<file path="src/rtl/rob_retire.sv">
// Purpose : reorder buffer bookkeeping; in-order retirement of up to two entries
//           per cycle, returning each retired entry's previous physical register.
// Latency : alloc edge N, complete edge N+1, retire edge N+2, free/retire outputs
//           valid for the one cycle after the retire edge.
// Backpressure: alloc_ready drops when all DEPTH entries are occupied; it is based
//           on the registered count only, so a same-cycle retire never bypasses it.
//
// Ports:
//   clk, reset                    clock, synchronous active-high reset
//   alloc_valid / alloc_ready     dispatch handshake; alloc_idx is the granted slot
//   alloc_has_dest, alloc_old_pd  destination flag and register freed at retire
//   alloc_pc                      PC carried for the retire trace
//   cmpl_valid, cmpl_idx          functional-unit completion of one entry
//   free_valid, free_preg0/1      registered free-pool return, oldest in slot 0
//   retire_pc0/1, retire_cnt      registered retire trace
//   count                         occupied entries (0..DEPTH)
module rob_retire #(
  parameter  int DEPTH  = 16,
  parameter  int PREG_W = 6,
  localparam int IDX_W  = $clog2(DEPTH),
  localparam int CNT_W  = IDX_W + 1
) (
  input  logic              clk,
  input  logic              reset,
  input  logic              alloc_valid,
  output logic              alloc_ready,
  input  logic              alloc_has_dest,
  input  logic [PREG_W-1:0] alloc_old_pd,
  input  logic [31:0]       alloc_pc,
  output logic [IDX_W-1:0]  alloc_idx,
  input  logic              cmpl_valid,
  input  logic [IDX_W-1:0]  cmpl_idx,
  output logic [1:0]        free_valid,
  output logic [PREG_W-1:0] free_preg0,
  output logic [PREG_W-1:0] free_preg1,
  output logic [31:0]       retire_pc0,
  output logic [31:0]       retire_pc1,
  output logic [1:0]        retire_cnt,
  output logic [CNT_W-1:0]  count
);

  localparam logic [CNT_W-1:0] DEPTH_C = CNT_W'(DEPTH);

  // Payload fields are only ever read for entries whose valid bit is set, so
  // they carry no reset.
  typedef struct packed {
    logic              has_dest;
    logic [PREG_W-1:0] old_pd;
    logic [31:0]       pc;
  } rob_payload_t;

  rob_payload_t     payload [DEPTH];
  logic [DEPTH-1:0] ent_v;
  logic [DEPTH-1:0] ent_done;
  logic [IDX_W-1:0] head;
  logic [IDX_W-1:0] tail;

  logic [IDX_W-1:0] head_p1;
  logic             alloc_fire;
  logic             ret0;
  logic             ret1;
  logic [1:0]       ret_cnt_next;
  rob_payload_t     head_ent;
  rob_payload_t     head_p1_ent;

  assign alloc_ready = (count < DEPTH_C);
  assign alloc_idx   = tail;
  assign alloc_fire  = alloc_valid && alloc_ready;
  assign head_p1     = head + IDX_W'(1);
  assign head_ent    = payload[head];
  assign head_p1_ent = payload[head_p1];

  // Retirement looks only at pre-edge valid/done, so an entry completing on
  // this edge retires on the next one at the earliest. Slot 1 may retire only
  // behind slot 0, keeping retirement strictly in order.
  always_comb begin
    ret0         = 1'b0;
    ret1         = 1'b0;
    ret_cnt_next = 2'd0;
    if (ent_v[head] && ent_done[head]) begin
      ret0 = 1'b1;
      if (ent_v[head_p1] && ent_done[head_p1]) begin
        ret1 = 1'b1;
      end
    end
    if (ret1) begin
      ret_cnt_next = 2'd2;
    end else if (ret0) begin
      ret_cnt_next = 2'd1;
    end
  end

  // Entry status, pointers and registered retire outputs.
  // Assignment order matters: a completion to an entry that is retiring on the
  // same edge is overridden by the retire clear. The allocated slot can never
  // collide with a retiring one: tail == head only when empty (nothing retires)
  // or full (nothing allocates).
  always_ff @(posedge clk) begin
    if (reset) begin
      ent_v      <= '0;
      ent_done   <= '0;
      head       <= '0;
      tail       <= '0;
      count      <= '0;
      free_valid <= 2'b00;
      free_preg0 <= '0;
      free_preg1 <= '0;
      retire_pc0 <= '0;
      retire_pc1 <= '0;
      retire_cnt <= 2'd0;
    end else begin
      // Completions to empty slots are dropped.
      if (cmpl_valid && ent_v[cmpl_idx]) begin
        ent_done[cmpl_idx] <= 1'b1;
      end

      if (ret0) begin
        ent_v[head]    <= 1'b0;
        ent_done[head] <= 1'b0;
      end
      if (ret1) begin
        ent_v[head_p1]    <= 1'b0;
        ent_done[head_p1] <= 1'b0;
      end

      if (alloc_fire) begin
        ent_v[tail]    <= 1'b1;
        ent_done[tail] <= 1'b0;
        tail           <= tail + IDX_W'(1);
      end

      // Pointers wrap naturally since DEPTH is a power of two.
      head  <= head + IDX_W'(ret_cnt_next);
      count <= count + CNT_W'(alloc_fire) - CNT_W'(ret_cnt_next);

      // A retired entry without a destination still counts as retired but
      // returns nothing to the free pool; unused slots are driven to zero.
      free_valid[0] <= ret0 && head_ent.has_dest;
      free_valid[1] <= ret1 && head_p1_ent.has_dest;
      free_preg0    <= (ret0 && head_ent.has_dest)    ? head_ent.old_pd    : '0;
      free_preg1    <= (ret1 && head_p1_ent.has_dest) ? head_p1_ent.old_pd : '0;
      retire_pc0    <= ret0 ? head_ent.pc    : 32'd0;
      retire_pc1    <= ret1 ? head_p1_ent.pc : 32'd0;
      retire_cnt    <= ret_cnt_next;
    end
  end

  // Payload capture at allocation.
  always_ff @(posedge clk) begin
    if (!reset && alloc_fire) begin
      payload[tail] <= '{has_dest: alloc_has_dest, old_pd: alloc_old_pd, pc: alloc_pc};
    end
  end

endmodule

</file>
<file path="config.mk">
export PLATFORM = sky130hd
export DESIGN_NAME = rob_retire
export DESIGN_NICKNAME = d
export VERILOG_FILES = /design/src/rtl/rob_retire.sv
export SDC_FILE = /design/constraint.sdc
export NUM_CORES = 1
export LEC_CHECK = 0
export ABC_AREA = 1
export BUFFER_PORTS_ARGS = -buffer_cell sky130_fd_sc_hd__buf_2
export CORE_MARGIN = 2
export CORE_UTILIZATION = 40
export CTS_CLUSTER_SIZE = 16
export DETAILED_ROUTE_END_ITERATION = 7
export MAX_ROUTING_LAYER = met4
export PLACE_DENSITY = 0.54
export SETUP_SLACK_MARGIN = 0.3
export SYNTH_ARGS = -nofsm -noshare
export SYNTH_HDL_FRONTEND = slang
export SYNTH_SLANG_ARGS = --single-unit
</file>
<file path="constraint.sdc">
create_clock -name clk -period 5.1 [get_ports clk]
set_input_delay 1.02 -clock clk [delete_from_list [all_inputs] [get_ports clk]]
set_output_delay 1.02 -clock clk [all_outputs]
set_load 0.01 [all_outputs]
</file>
# [Word-level counts from Yosys, hierarchy flattened]
# Memory sizes are Yosys's and may differ from the RTL's. A register that Yosys moved wholly into a read port is not among the register bits.
# Cells that the tools add are included.
[op_classes] addsub=5 magnitude_cmp=9 muxes=38 n_bitwise=14 reduce_logical=16
[op_table] cell="$mux 16" n=12
[op_table] cell="$and 16x16->16" n=5
[op_table] cell="$not 16->16" n=3
[op_table] cell="$or 16x16->16" n=2
[op_table] cell="$bmux 1 s4" n=5
[op_table] cell="$lt 4x5->1 const B" n=4
[op_table] cell="$demux 1 s4" n=4
[op_table] cell="$ge 4x1->1 const B" n=4
[op_table] cell="$mux 1" n=15
[op_table] cell="$logic_and 1x1->1" n=11
[op_table] cell="$add 4x1->4 const B" n=2
[op_table] cell="$reduce_or 2->1" n=4
[op_table] cell="$add 5x1->5" n=1
[op_table] cell="$lt 5x5->1 const B" n=1
[op_table] cell="$sub 5x2->5" n=1
[op_table] cell="$add 4x2->4" n=1
[op_table] cell="$mux 4" n=1
[op_table] cell="$not 1->1" n=4
[op_table] cell="$mux 2" n=1
[op_table] cell="$logic_not 1->1" n=1
[totals] regBits=125 ramBits=624 inputBits=47 out_inout_bits=90 wordCells=94 n_memories=1
[mem_list] memory="payload" words=16 width=39 read_ports=2 rd_ports_with_merged_regs=1 write_ports=1 line_no="52" source="rob_payload_t payload [DEPTH];"

# [Depth between registers and ports, before layout]
[logic_depth] word_depth=15 depth_mapped=31 ltp_nobuf=23

# [Least setup slack after synthesis]
# OpenSTA, ideal clock, no wires.
[synth_timing] path_kind="reg-to-reg" from="reg head[0]" to="reg count[4]" setup_ns=0.128 arrival_time_ns=3.887 required_time_ns=4.972 setup_slack_ns=1.085 stages_incl_launch_ff=32 path_buffers=8 synth_period_minus_slack_ns=4.015 cell_sequence="dfxtp_1 > buf_4 > inv_4 > buf_6 > buf_6 > buf_6 > buf_4 > buf_2 > ha_1 > buf_2 > inv_1 > buf_2 > nand3_1 > nand2_1 > nand2_1 > nand2_1 > nand2_1 > nand2_1 > inv_2 > nand2_4 > nor2_1 > inv_1 > nor2_2 > inv_1 > nand2_1 > ha_1 > inv_1 > fa_1 > nor3_1 > a211oi_1 > o21ai_0 > a21oi_1"
[synth_between] elab_chain_cells=8 word_cells_on_any_way=17 cone_classes="2 x add/sub; 13 x mux; 2 x reduce/logical"
[synth_lines] element="start: declaration" line_no="55" source="logic [IDX_W-1:0] head;"
[synth_lines] element="start signal: assignment" line_no="133" source="head <= head + IDX_W'(ret_cnt_next);"
[synth_lines] element="$add 4x1->4" line_no="69" source="assign head_p1 = head + IDX_W'(1);"
[synth_lines] element="$bmux 1 s4" line_no="82" source="if (ent_v[head_p1] && ent_done[head_p1]) begin"
[synth_lines] element="$mux 1 (not written as such)" line_no="82"
[synth_lines] element="$logic_and 1x1->1" line_no="82"
[synth_lines] element="$mux 1" line_no="82"
[synth_lines] element="$mux 1" line_no="80" source="if (ent_v[head] && ent_done[head]) begin"
[synth_lines] element="$mux 2 *" line_no="86" source="if (ret1) begin"
[synth_lines] element="$sub 5x2->5 *" line_no="134" source="count <= count + CNT_W'(alloc_fire) - CNT_W'(ret_cnt_next);"
[synth_lines] element="end signal: assignment" line_no="134"
[synth_lines] element="end: declaration" line_no="39" source="output logic [CNT_W-1:0] count"
# Mark *: on every way between the ends. The rest lies on a longest branch, timed or not. The select of a mux whose other input is x is not followed.
# A chain may end at the register's enable or synchronous reset.

# [Final worst setup path]
# Ends and elaborated chain as after synthesis.

==> results.ini <==
[route]
routedWlPerCell_um=22.0
drtAntennaViolNets=0
via_count=27295
via_per_inst=5.57
initialDrtViolationCount=3234
wirelength_um=108000
drc=0
first_pass_iters=6

[sta]
fin_hold_ws_ps=555
fmax_ghz=0.241
drv_slew=0
rsz0062_at_grt=no
tightestPinTransition_ps=1260
finalSetupTns_ps=0
final_hold_viol_count=0
max-slew-margin-rel=0.162
period_share=0.815
fin_ws_ps=946
skew_ps=25.0
finalSetupViolCount=0
fin_crit_ps=4150

[clock_tree]
clock_latency_ps=650
clock_sinks=749
postCtsHoldBufs=0
cts_setup_buffers=0
cts.path.max_buffers=3
cts_root_buf=clkbuf_16
tritoncts=yes
cts_buffers=83
cts_htree_levels=3
path_clk_slew_ps=60
ctsResizeCount=0

[logic_synthesis]
syn_nets=3721
synth_area_leaders=edfxtp_1, o21ai_0, dfxtp_1, a21oi_1, nand2_1
syn_inst=3656
yosysWarnings=0
ys_seq_elements=749
netlist_area_sq_mm=0.0347
synth_seq_area_share=0.612
avgSynthCellArea_sq_um=9.50
ys_types=33
yosysTopAreaCell=edfxtp_1
yosysTopAreaCellShare=0.540

[critical_path]
cp.arrival_ps=4670
timing_worst_setup_path_type=reg2reg
r2r_cells=23
crit_required_ps=5610
critical_path.max_fanout=85
rr_startpoint=head[0]$_SDFF_PP0_
startpoint_type=register
reg2reg_to=count[4]$_SDFF_PP0_
critPathCaptureType=register
r2r_slack_ps=950

[power_and_ir_drop]
powerDensity_mw_per_mm2=338
total_power_mw=13.2
p_leak_nw=13.7
irDropWorstVdd_mv=0.243

[placed_design]
placed_area_sq_mm=0.0363
place_ws_ps=1000
dp_cells=4740
place.gp.congestion=0.922
dp.final_hpwl_um=56000
port_buffers=136

[global_route]
grt_max_degree=306
grt_pass1_vias=25396
gr-total-overflow=0
grt.total_usage=0.244
antenna_found_initial=8
grt_pass1_wl_um=160000

[final_layout]
utilization=0.452
final_nets=3735
fill_cells=8134
multiInputGateArea_sq_mm=0.0114
design_area_sq_mm=0.0390
area.sequential_sq_mm=0.0212
area.growth.synth_to_final_pct=12.3
drive_above_1_share=0.0952
layout.cells.non_filler=4902

[die]
die_x_um=299
dieArea_sq_mm=0.0892
die_h_um=299
start_util=0.402
core-area_sq_mm=0.0863
rows=108
ios=137

[min_path]
min_to=ent_v[5]$_SDFF_PP0_
hp-class=reg2reg
hold_depth=2
min_from=ent_v[5]$_SDFF_PP0_

[job]
maxCapViolCount=0

[status]
outcome=finished clean

-- worst max-delay path: stages (launching register included) --
cell and delay [ps]:
dfxtp_4 630, inv_16 180, ha_4 610, inv_1 260
nand3_1 140, nand2_1 60, nand2_1 50, nand2_1 60
nand2_1 60, nand2_1 50, inv_2 60, nand2_4 80
nor2_1 190, inv_1 130, nor2_2 140, inv_1 70
nand2_1 60, ha_1 150, inv_1 60, fa_1 460
nor3_1 200, a211oi_1 80, o21ai_0 160, a21oi_1 50
-- cell usage after synthesis --
| cell type | instances |
|---|---|
| o21ai_0 | 914 |
| edfxtp_1 | 624 |
| nand2_1 | 425 |
| nor2_1 | 421 |
| a21oi_1 | 388 |
| inv_1 | 273 |
| clkbuf_1 | 131 |
| dfxtp_1 | 125 |
| buf_2 | 87 |
| nand3_1 | 65 |
| a41oi_1 | 38 |
| a22oi_1 | 36 |
| buf_1 | 28 |
| a31oi_1 | 24 |
| ha_1 | 16 |
| nand4_1 | 12 |
| buf_4 | 7 |
| buf_6 | 7 |
| inv_2 | 7 |
| nor2_2 | 7 |
| o211ai_1 | 4 |
| nand2_2 | 3 |
| fa_1 | 2 |
| nor3_1 | 2 |
| o21ai_1 | 2 |
| a211oi_1 | 1 |
| clkinv_1 | 1 |
| inv_4 | 1 |
| nand2_4 | 1 |
| nor2_4 | 1 |
| xnor2_1 | 1 |
| xnor2_2 | 1 |
| xor2_1 | 1 |
-- cell usage in the layout, fill, tap and decap left out, types with 13 or more instances in the layout --
master / instances
a41oi_1: 38
a31oi_1: 24
clkinv_2: 22
clkbuf_16: 83
o21ai_0: 914
nor2_1: 411
ha_1: 15
buf_4: 48
edfxtp_1: 624
a21oi_1: 388
clkbuf_1: 21
a22oi_1: 36
buf_2: 136
clkinv_1: 13
nand2_1: 425
nand3_1: 65
inv_1: 263
dfxtp_1: 123
nor2_4: 14
-- worst max-delay path by stage --
stage	startpoint	to	slack, ps	cells past startpoint
3_5_place_dp	head[0]$_SDFF_PP0_	count[4]$_SDFF_PP0_	1000	23
5_1_grt	head[0]$_SDFF_PP0_	count[4]$_SDFF_PP0_	600	23
6_report	head[0]$_SDFF_PP0_	count[4]$_SDFF_PP0_	950	23
4_1_cts	head[0]$_SDFF_PP0_	count[4]$_SDFF_PP0_	990	23
2_1_floorplan	head[0]$_SDFF_PP0_	count[4]$_SDFF_PP0_	1080	31
3_3_place_gp	head[0]$_SDFF_PP0_	count[4]$_SDFF_PP0_	1090	23
-- sequential cells by signal, summed over array words and instances (netlist names) --
| name | flops |
|---|---|
| head | 4 |
| payload | 624 |
| alloc_idx | 4 |
| retire_cnt | 2 |
| count | 5 |
| free_preg0 | 6 |
| retire_pc0 | 32 |
| free_preg1 | 6 |
| retire_pc1 | 32 |
| ent_done | 16 |
| free_valid | 2 |
| ent_v | 16 |
-- power breakdown --
part	switching, mW	total [mW]	internal (mW)
clock	2.53	5.98	3.45
sequential	0.0420	6.76	6.72
combinational	0.326	0.443	0.117
total	2.90	13.2	10.3
-- cell type report --
class	instances	share of cell area
Sequential cell	749	0.545
Multi-Input combinational cell	2365	0.291
Clock buffer	112	0.0581
Tap cell	1155	0.0371
Timing Repair Buffer	189	0.0293
Inverter	282	0.0277
Clock inverter	44	0.0114
Antenna cell	6	0.000385
-- metal layers --
metal,up-vias,part of all wire,track usage
met5,-,0,-
met4,0,0.024,0.0699
met3,164,0.075,0.0388
met2,1012,0.46,0.379
met1,13230,0.44,0.331
li1,12889,-,-
-- logic make-up after synthesis --
family / count (synthesis) / synth area share
AOI/OAI and AO/OA: 1407 / 0.211
and+or+nand+nor: 937 / 0.106
DFF: 749 / 0.612
buffers and inverters: 542 / 0.0641
adders and majority gates: 18 / 0.00692
xor gates and xnor gates: 3 / 0.000973
No activity file was read; power rests on OpenSTA's default activity.
